## src/rtl/inv_exp_pkg.sv

```systemverilog
// Shared definitions for the inverse (x/255)^0.3 search: widths, FSM states and the forward table.
// INV_EXP_ROUND_NEAREST_EN adds the ROUND state used for nearest-code rounding.
package inv_exp_pkg;

  localparam int IN_W  = 16;
  localparam int OUT_W = 8;
  localparam logic [IN_W-1:0] ONE_Q15 = 16'h8000;

`ifdef INV_EXP_ROUND_NEAREST_EN
  typedef enum logic [1:0] {IDLE, SEARCH, ROUND, DONE} state_t;
`else
  typedef enum logic [1:0] {IDLE, SEARCH, DONE} state_t;
`endif

  // F[i] is the largest f with (f/2^15)^10 <= (i/255)^3, an exact integer form of
  // floor(2^15 * (i/255)^0.3) that avoids real arithmetic at elaboration.
  function automatic logic [IN_W-1:0] fwd_entry(input int unsigned idx);
    logic [191:0] rhs;
    logic [191:0] lhs;
    logic [191:0] p;
    logic [16:0]  f;
    logic [16:0]  cand;
    rhs = (192'(idx) * 192'(idx) * 192'(idx)) << 150;
    f   = '0;
    for (int b = 16; b >= 0; b--) begin
      cand = f | (17'd1 << b);
      p    = 192'd1;
      for (int k = 0; k < 10; k++) begin
        p = p * 192'(cand);
      end
      lhs = p * 192'd16581375;
      if ((cand <= 17'd32768) && (lhs <= rhs)) begin
        f = cand;
      end
    end
    return f[IN_W-1:0];
  endfunction

endpackage

```

## src/rtl/inverse_exponent_search_if.sv

```systemverilog
// Valid/ready input and output channels of the inverse exponent search block.
interface inverse_exponent_search_if;
  import inv_exp_pkg::*;

  logic             in_valid;
  logic             in_ready;
  logic [IN_W-1:0]  in_data;
  logic             out_valid;
  logic             out_ready;
  logic [OUT_W-1:0] out_data;
  logic             out_sat;

  modport master (
    output in_valid, in_data, out_ready,
    input  in_ready, out_valid, out_data, out_sat
  );

  modport slave (
    input  in_valid, in_data, out_ready,
    output in_ready, out_valid, out_data, out_sat
  );

endinterface

```

## src/rtl/pow0p3_rom.sv

```systemverilog
// Combinational 256x16 read port holding F[i] = floor(2^15 * (i/255)^0.3).
module pow0p3_rom
  import inv_exp_pkg::*;
(
  input  logic [OUT_W-1:0] addr,
  output logic [IN_W-1:0]  data
);

  logic [IN_W-1:0] rom_table [256];

  for (genvar g = 0; g < 256; g++) begin : g_entry
    localparam logic [IN_W-1:0] ENTRY = fwd_entry(g);
    assign rom_table[g] = ENTRY;
  end

  assign data = rom_table[addr];

endmodule

```

## src/rtl/inverse_exponent_search.sv

```systemverilog
// Recovers the 8-bit code x whose (x/255)^0.3 best matches a 1.15 target by MSB-first search.
// Define INV_EXP_ROUND_NEAREST_EN to add a ROUND cycle that picks the nearer of x and x+1.
module inverse_exponent_search
  import inv_exp_pkg::*;
(
  input logic clk,
  input logic rst_n,
  inverse_exponent_search_if.slave bus
);

  state_t           state;
  logic [IN_W-1:0]  y_q;
  logic [OUT_W-1:0] result;
  logic [2:0]       bit_idx;
  logic             in_ready_q;
  logic             out_valid_q;
  logic [OUT_W-1:0] out_data_q;
  logic             out_sat_q;

  logic [OUT_W-1:0] cand;
  logic [OUT_W-1:0] next_result;
  logic [OUT_W-1:0] rom_addr;
  logic [IN_W-1:0]  rom_data;
  logic             keep;

  assign cand        = result | (OUT_W'(1) << bit_idx);
  assign keep        = (rom_data <= y_q);
  assign next_result = keep ? cand : result;

`ifdef INV_EXP_ROUND_NEAREST_EN
  logic [OUT_W-1:0] x_up;
  logic [IN_W-1:0]  f_lo;
  logic [IN_W-1:0]  d0;
  logic [IN_W-1:0]  d1;

  // f_lo tracks F[result] during the search, so ROUND only needs the ROM for F[x+1].
  assign x_up     = (result == 8'hFF) ? result : result + 8'd1;
  assign rom_addr = (state == ROUND) ? x_up : cand;
  assign d0       = y_q - f_lo;
  assign d1       = rom_data - y_q;
`else
  assign rom_addr = cand;
`endif

  pow0p3_rom u_rom (
    .addr (rom_addr),
    .data (rom_data)
  );

  always_ff @(posedge clk or negedge rst_n) begin
    if (!rst_n) begin
      state       <= IDLE;
      y_q         <= '0;
      result      <= '0;
      bit_idx     <= '0;
      in_ready_q  <= 1'b0;
      out_valid_q <= 1'b0;
      out_data_q  <= '0;
      out_sat_q   <= 1'b0;
`ifdef INV_EXP_ROUND_NEAREST_EN
      f_lo        <= '0;
`endif
    end else begin
      case (state)
        IDLE: begin
          if (bus.in_valid && in_ready_q) begin
            y_q        <= bus.in_data;
            result     <= '0;
            bit_idx    <= 3'd7;
            in_ready_q <= 1'b0;
            state      <= SEARCH;
`ifdef INV_EXP_ROUND_NEAREST_EN
            f_lo       <= '0;
`endif
          end else begin
            in_ready_q <= 1'b1;
          end
        end
        SEARCH: begin
          result  <= next_result;
          bit_idx <= bit_idx - 3'd1;
`ifdef INV_EXP_ROUND_NEAREST_EN
          if (keep) begin
            f_lo <= rom_data;
          end
          if (bit_idx == 3'd0) begin
            state <= ROUND;
          end
`else
          if (bit_idx == 3'd0) begin
            state       <= DONE;
            out_valid_q <= 1'b1;
            out_data_q  <= next_result;
            out_sat_q   <= (y_q > ONE_Q15);
          end
`endif
        end
`ifdef INV_EXP_ROUND_NEAREST_EN
        ROUND: begin
          state       <= DONE;
          out_valid_q <= 1'b1;
          out_sat_q   <= (y_q > ONE_Q15);
          // Ties stay on x; the top code has no upper neighbour.
          out_data_q  <= ((result != 8'hFF) && (d1 < d0)) ? x_up : result;
        end
`endif
        DONE: begin
          if (bus.out_ready) begin
            out_valid_q <= 1'b0;
            in_ready_q  <= 1'b1;
            state       <= IDLE;
          end
        end
        default: begin
          state <= IDLE;
        end
      endcase
    end
  end

  assign bus.in_ready  = in_ready_q;
  assign bus.out_valid = out_valid_q;
  assign bus.out_data  = out_data_q;
  assign bus.out_sat   = out_sat_q;

endmodule
```

## src/flat_wrapper.sv

```systemverilog
// flat-port wrapper written by rule: the top's interface ports become plain ports
module inverse_exponent_search_flat import inv_exp_pkg::*;
  (clk, rst_n, bus_in_valid, bus_in_data, bus_out_ready, bus_in_ready, bus_out_valid, bus_out_data, bus_out_sat);
  inverse_exponent_search_if bus_i ();
  input logic clk;
  input logic rst_n;
  input wire logic [$bits(bus_i.in_valid)-1:0] bus_in_valid;
  input wire logic [$bits(bus_i.in_data)-1:0] bus_in_data;
  input wire logic [$bits(bus_i.out_ready)-1:0] bus_out_ready;
  output wire logic [$bits(bus_i.in_ready)-1:0] bus_in_ready;
  output wire logic [$bits(bus_i.out_valid)-1:0] bus_out_valid;
  output wire logic [$bits(bus_i.out_data)-1:0] bus_out_data;
  output wire logic [$bits(bus_i.out_sat)-1:0] bus_out_sat;
  assign bus_i.in_valid = bus_in_valid;
  assign bus_i.in_data = bus_in_data;
  assign bus_i.out_ready = bus_out_ready;
  assign bus_in_ready = bus_i.in_ready;
  assign bus_out_valid = bus_i.out_valid;
  assign bus_out_data = bus_i.out_data;
  assign bus_out_sat = bus_i.out_sat;
  inverse_exponent_search u_core (.clk(clk), .rst_n(rst_n), .bus(bus_i));
endmodule
```

## config.mk

```make
export PLATFORM = sky130hd
export DESIGN_NAME = inverse_exponent_search_flat
export DESIGN_NICKNAME = d
export VERILOG_FILES = /design/src/rtl/inv_exp_pkg.sv /design/src/rtl/inverse_exponent_search_if.sv /design/src/rtl/pow0p3_rom.sv /design/src/rtl/inverse_exponent_search.sv /design/src/flat_wrapper.sv
export SDC_FILE = /design/constraint.sdc
export NUM_CORES = 1
export LEC_CHECK = 0
export BUFFER_PORTS_ARGS = -buffer_cell sky130_fd_sc_hd__buf_2
export CAP_MARGIN = 20
export CORE_MARGIN = 2
export CORE_UTILIZATION = 64
export DETAILED_ROUTE_END_ITERATION = 6
export PLACE_DENSITY_LB_ADDON = 0.05
export SYNTH_ARGS = -nofsm -noshare
export SYNTH_HDL_FRONTEND = slang
export SYNTH_HIERARCHICAL = 1
export SYNTH_SLANG_ARGS = --single-unit
```

## constraint.sdc

```tcl
create_clock -name clk -period 5.9 [get_ports clk]
set_input_delay 1.18 -clock clk [delete_from_list [all_inputs] [get_ports clk]]
set_output_delay 1.18 -clock clk [all_outputs]
set_load 0.01 [all_outputs]
```

==> impl_metrics.ini <==
[synth]
synth_top_family_by_area = compound AO/OA/AOI/OAI gates
synth_compound_gate_area_share_pct = 38.5
synth-main-ff-cell = sky130_fd_sc_hd__dfrtp_1
synth_top_cells_by_area = sky130_fd_sc_hd__dfrtp_1 16%, sky130_fd_sc_hd__ha_1 7.7%, sky130_fd_sc_hd__o21ai_0 7.1%
yosys.area.top_type = sky130_fd_sc_hd__dfrtp_1
yosys.area_share.xor_xnor_pct = 0.138
syn_area_mm2 = 0.00635
synthesis.nets = 988
post_synth_edffs = 0
leading_cell_type_by_number_of_instances_after_synthesis = sky130_fd_sc_hd__nand2_1
synth-async-reset-ratio_pct = 100
synthAdderAreaFrac_pct = 7.69
synth_simple_gate_area_share_pct = 26.2
post_synth_most_frequent_cells = 109 x sky130_fd_sc_hd__nand2_1, 90 x sky130_fd_sc_hd__o21ai_0, 79 x sky130_fd_sc_hd__a21oi_1
synthesis.yosys.warnings = 6
netlist-cell-type-count = 80
yosysTopAreaCellShare_pct = 15.8
cells_after_synthesis = 929
synth_sequential_area_ratio_pct = 15.8
ys_seq_elements = 40
synth.mux.area_fraction_pct = 2.56
synthesis.area_per_instance_um2 = 6.83

[sta]
fin_crit_ps = 5370
worst_clock_skew_ps = 8.59
tightest_slew_ps = 1210
slew_headroom_pct = 19.0
crit_share_post_route_pct = 91.0
timing.final.setup_violations = 0
hold_violations = 0
fmax_mhz = 186
timing.setup.tns_ps = 0
report.final.slew_viol_count = 0
final_critical_path_setup_slack_ps = 533
grt_setup_unrepaired = no

[die]
floorplan_die_area_mm2 = 0.0107
floorplan.core_area_mm2 = 0.00968
fp-row-count = 36
num_io_pins = 31
dieWidth_um = 104
die_height_um = 104
start_util_pct = 65.5

[placed_design]
port-buffer-count = 30
detailedPlacementHpwl_um = 18700
post-place-cells = 1016
dpl_worst_slack_ps = 852
globalplace.congestion = 1.14

[worst_hold_path]
worstHoldStart = u_core/bus.out_data[6]
hold_class = reg2reg

[clock_tree]
tritoncts_num_sinks = 40
num_cts_buffers = 5
h-tree-depth = 2
post_cts_buffers = 0
clk_pin_slew_ps = 90
postCtsResizedCells = 0
clockBufferDepth = 2
clock-root-buffer = sky130_fd_sc_hd__clkbuf_8
number_of_hold_buffers_added_after_cts = 0
tritoncts_clock_tree = built
worstSkewPairLatency_ps = 310

[grt]
global_route_wire_length_before_repair_um = 41600
grt_use_total_pct = 49.0
grt_overflow_total = 0
grt_max_degree = 83
antenna_found_initial = 0
via_count_of_the_first_global_routing_pass = 7439

[drt]
dr.first_iter.drc_count = 1696
dr_total_vias = 8091
drt-vias-per-instance = 7.89
wl_um = 27300
average_wire_per_standard_cell_um = 26.6
detailedRoute.firstPassIterationCount = 7
post-route-drc-count = 28
ant_nets = 0

[critical_path]
reg2reg_setup_slack_ps = 530
worstPathArrival_ps = 5550
crit_slowest_cell = sky130_fd_sc_hd__a2111oi_0
worst_path_depth = 17
path_class = reg2reg
critical_path_required_ps = 6090
critical_path.endpoint_type = flip-flop
cp-startpoint = u_core/bit_idx[1]
path_max_fanout = 20
crit_path_end = u_core/result[7]
timing.critical_path.buf_inv = 3
timing.critical_path.mode_cell = sky130_fd_sc_hd__ha_1
regToRegEndpoint = u_core/result[7]
r2r_start = u_core/bit_idx[1]
critPathLaunchType = flip-flop
worst_r2r_path_depth = 17
cp_slowest_stage_delay_ps = 670
critical_path.top_delay_family = compound AO/OA/AOI/OAI gates
cp_cell_sequence = inv_1 -> ha_1 -> a21o_1 -> buf_4 -> buf_4 -> ha_1 -> nand2_1 -> and3_1 -> a2111oi_0 -> a2111oi_0 -> a2bb2oi_1 -> ha_1 -> a21oi_1 -> o21ai_0 -> a21oi_1 -> o211ai_2 -> a311oi_1

[finish]
multiInputGateArea_mm2 = 0.00478
register_area_mm2 = 0.00100
fin_nets = 950
antenna-diode-count = 0
final_cells = 1025
final.fill_count = 846
flow.area_growth_from_synthesis_pct = 2.40
fin_util_pct = 67.1
ratio_of_cells_with_drive_above_1_in_the_final_layout_pct = 8.97

[outcome]
run_status = finished with violations
violations = design-rule violations

[job]
max_cap_violations = 0
## through the flow
| step | instance area (um2) | hold slack (ps) |
|---|---|---|
| final | 6500 | 483 |
| after global routing | 6500 | 533 |
| after CTS | 6470 | 481 |
| after detailed placement | 6380 | 460 |
| after global placement | 6380 | 452 |
| after floorplan | 6350 | 459 |
## how the worst min path moves through the flow
stage                             end  cells after the start
6_report       u_core/bus.out_data[6]                      2
5_1_grt        u_core/bus.out_data[5]                      2
4_1_cts        u_core/bus.out_data[6]                      2
3_5_place_dp   u_core/bus.out_data[6]                      2
3_3_place_gp   u_core/bus.out_data[4]                      2
2_1_floorplan      u_core/bus.out_sat                      2
## worst min-delay path, delay by kind of cell (launching register included)
kind          cells  cell delay (ps)
simple gates      2              110
flops             1              350
## registers in the layout (all words and copies together) (netlist names)
register	count
u_core/bus.out_sat	1
u_core/bus.out_valid	1
u_core/state	2
u_core/bit_idx	3
u_core/bus.in_ready	1
u_core/result	8
u_core/y_q	16
u_core/bus.out_data	8
## placed cells by master (no fill, tap or decap), drive strengths merged, types with 7 or more instances in the layout
master | netlist | layout
nand2 | 111 | 111
o21ai | 95 | 95
a21oi | 79 | 79
nor2 | 75 | 75
buf | 55 | 49
dfrtp | 40 | 40
ha | 39 | 39
inv | 35 | 36
nand2b | 28 | 28
nand3 | 28 | 28
nor3 | 27 | 27
a211oi | 26 | 26
nor2b | 23 | 23
a31oi | 22 | 22
a311oi | 21 | 21
o211ai | 15 | 15
mux2i | 14 | 14
o311ai | 13 | 13
a21o | 11 | 11
o221ai | 8 | 8
nor4 | 8 | 8
and3 | 7 | 7
a2111oi | 7 | 7
or2 | 7 | 7
## layer usage
layer  vias to the layer above  part of all wire [%]  track usage [%]
met5                         -                     0                0
met3                       210                    18             21.9
li1                       3375                     -                -
met1                      3634                    35             63.5
met4                         0                   7.5             25.5
met2                       872                    39             68.4
## logic make-up after synthesis
family / count (synthesis)
DFF: 40
xor gates and xnor gates: 1
and+or+nand+nor: 340
buffers and inverters: 130
adders and majority gates: 39
muxes: 15
AOI/OAI and AO/OA: 364
## layout make-up
| cell class | instances | share of cell area (%) |
|---|---|---|
| flip-flops and latches | 40 | 15.4 |
| repair buffers | 50 | 5.08 |
| well taps | 133 | 2.56 |
| clock inverters | 3 | 0.327 |
| multi-input cells | 759 | 73.6 |
| clock buffers | 5 | 1.06 |
| inverters | 35 | 2.02 |
Power is not shown: default switching activity piles up to over one toggle a cycle in this logic, so the estimate is an artifact.
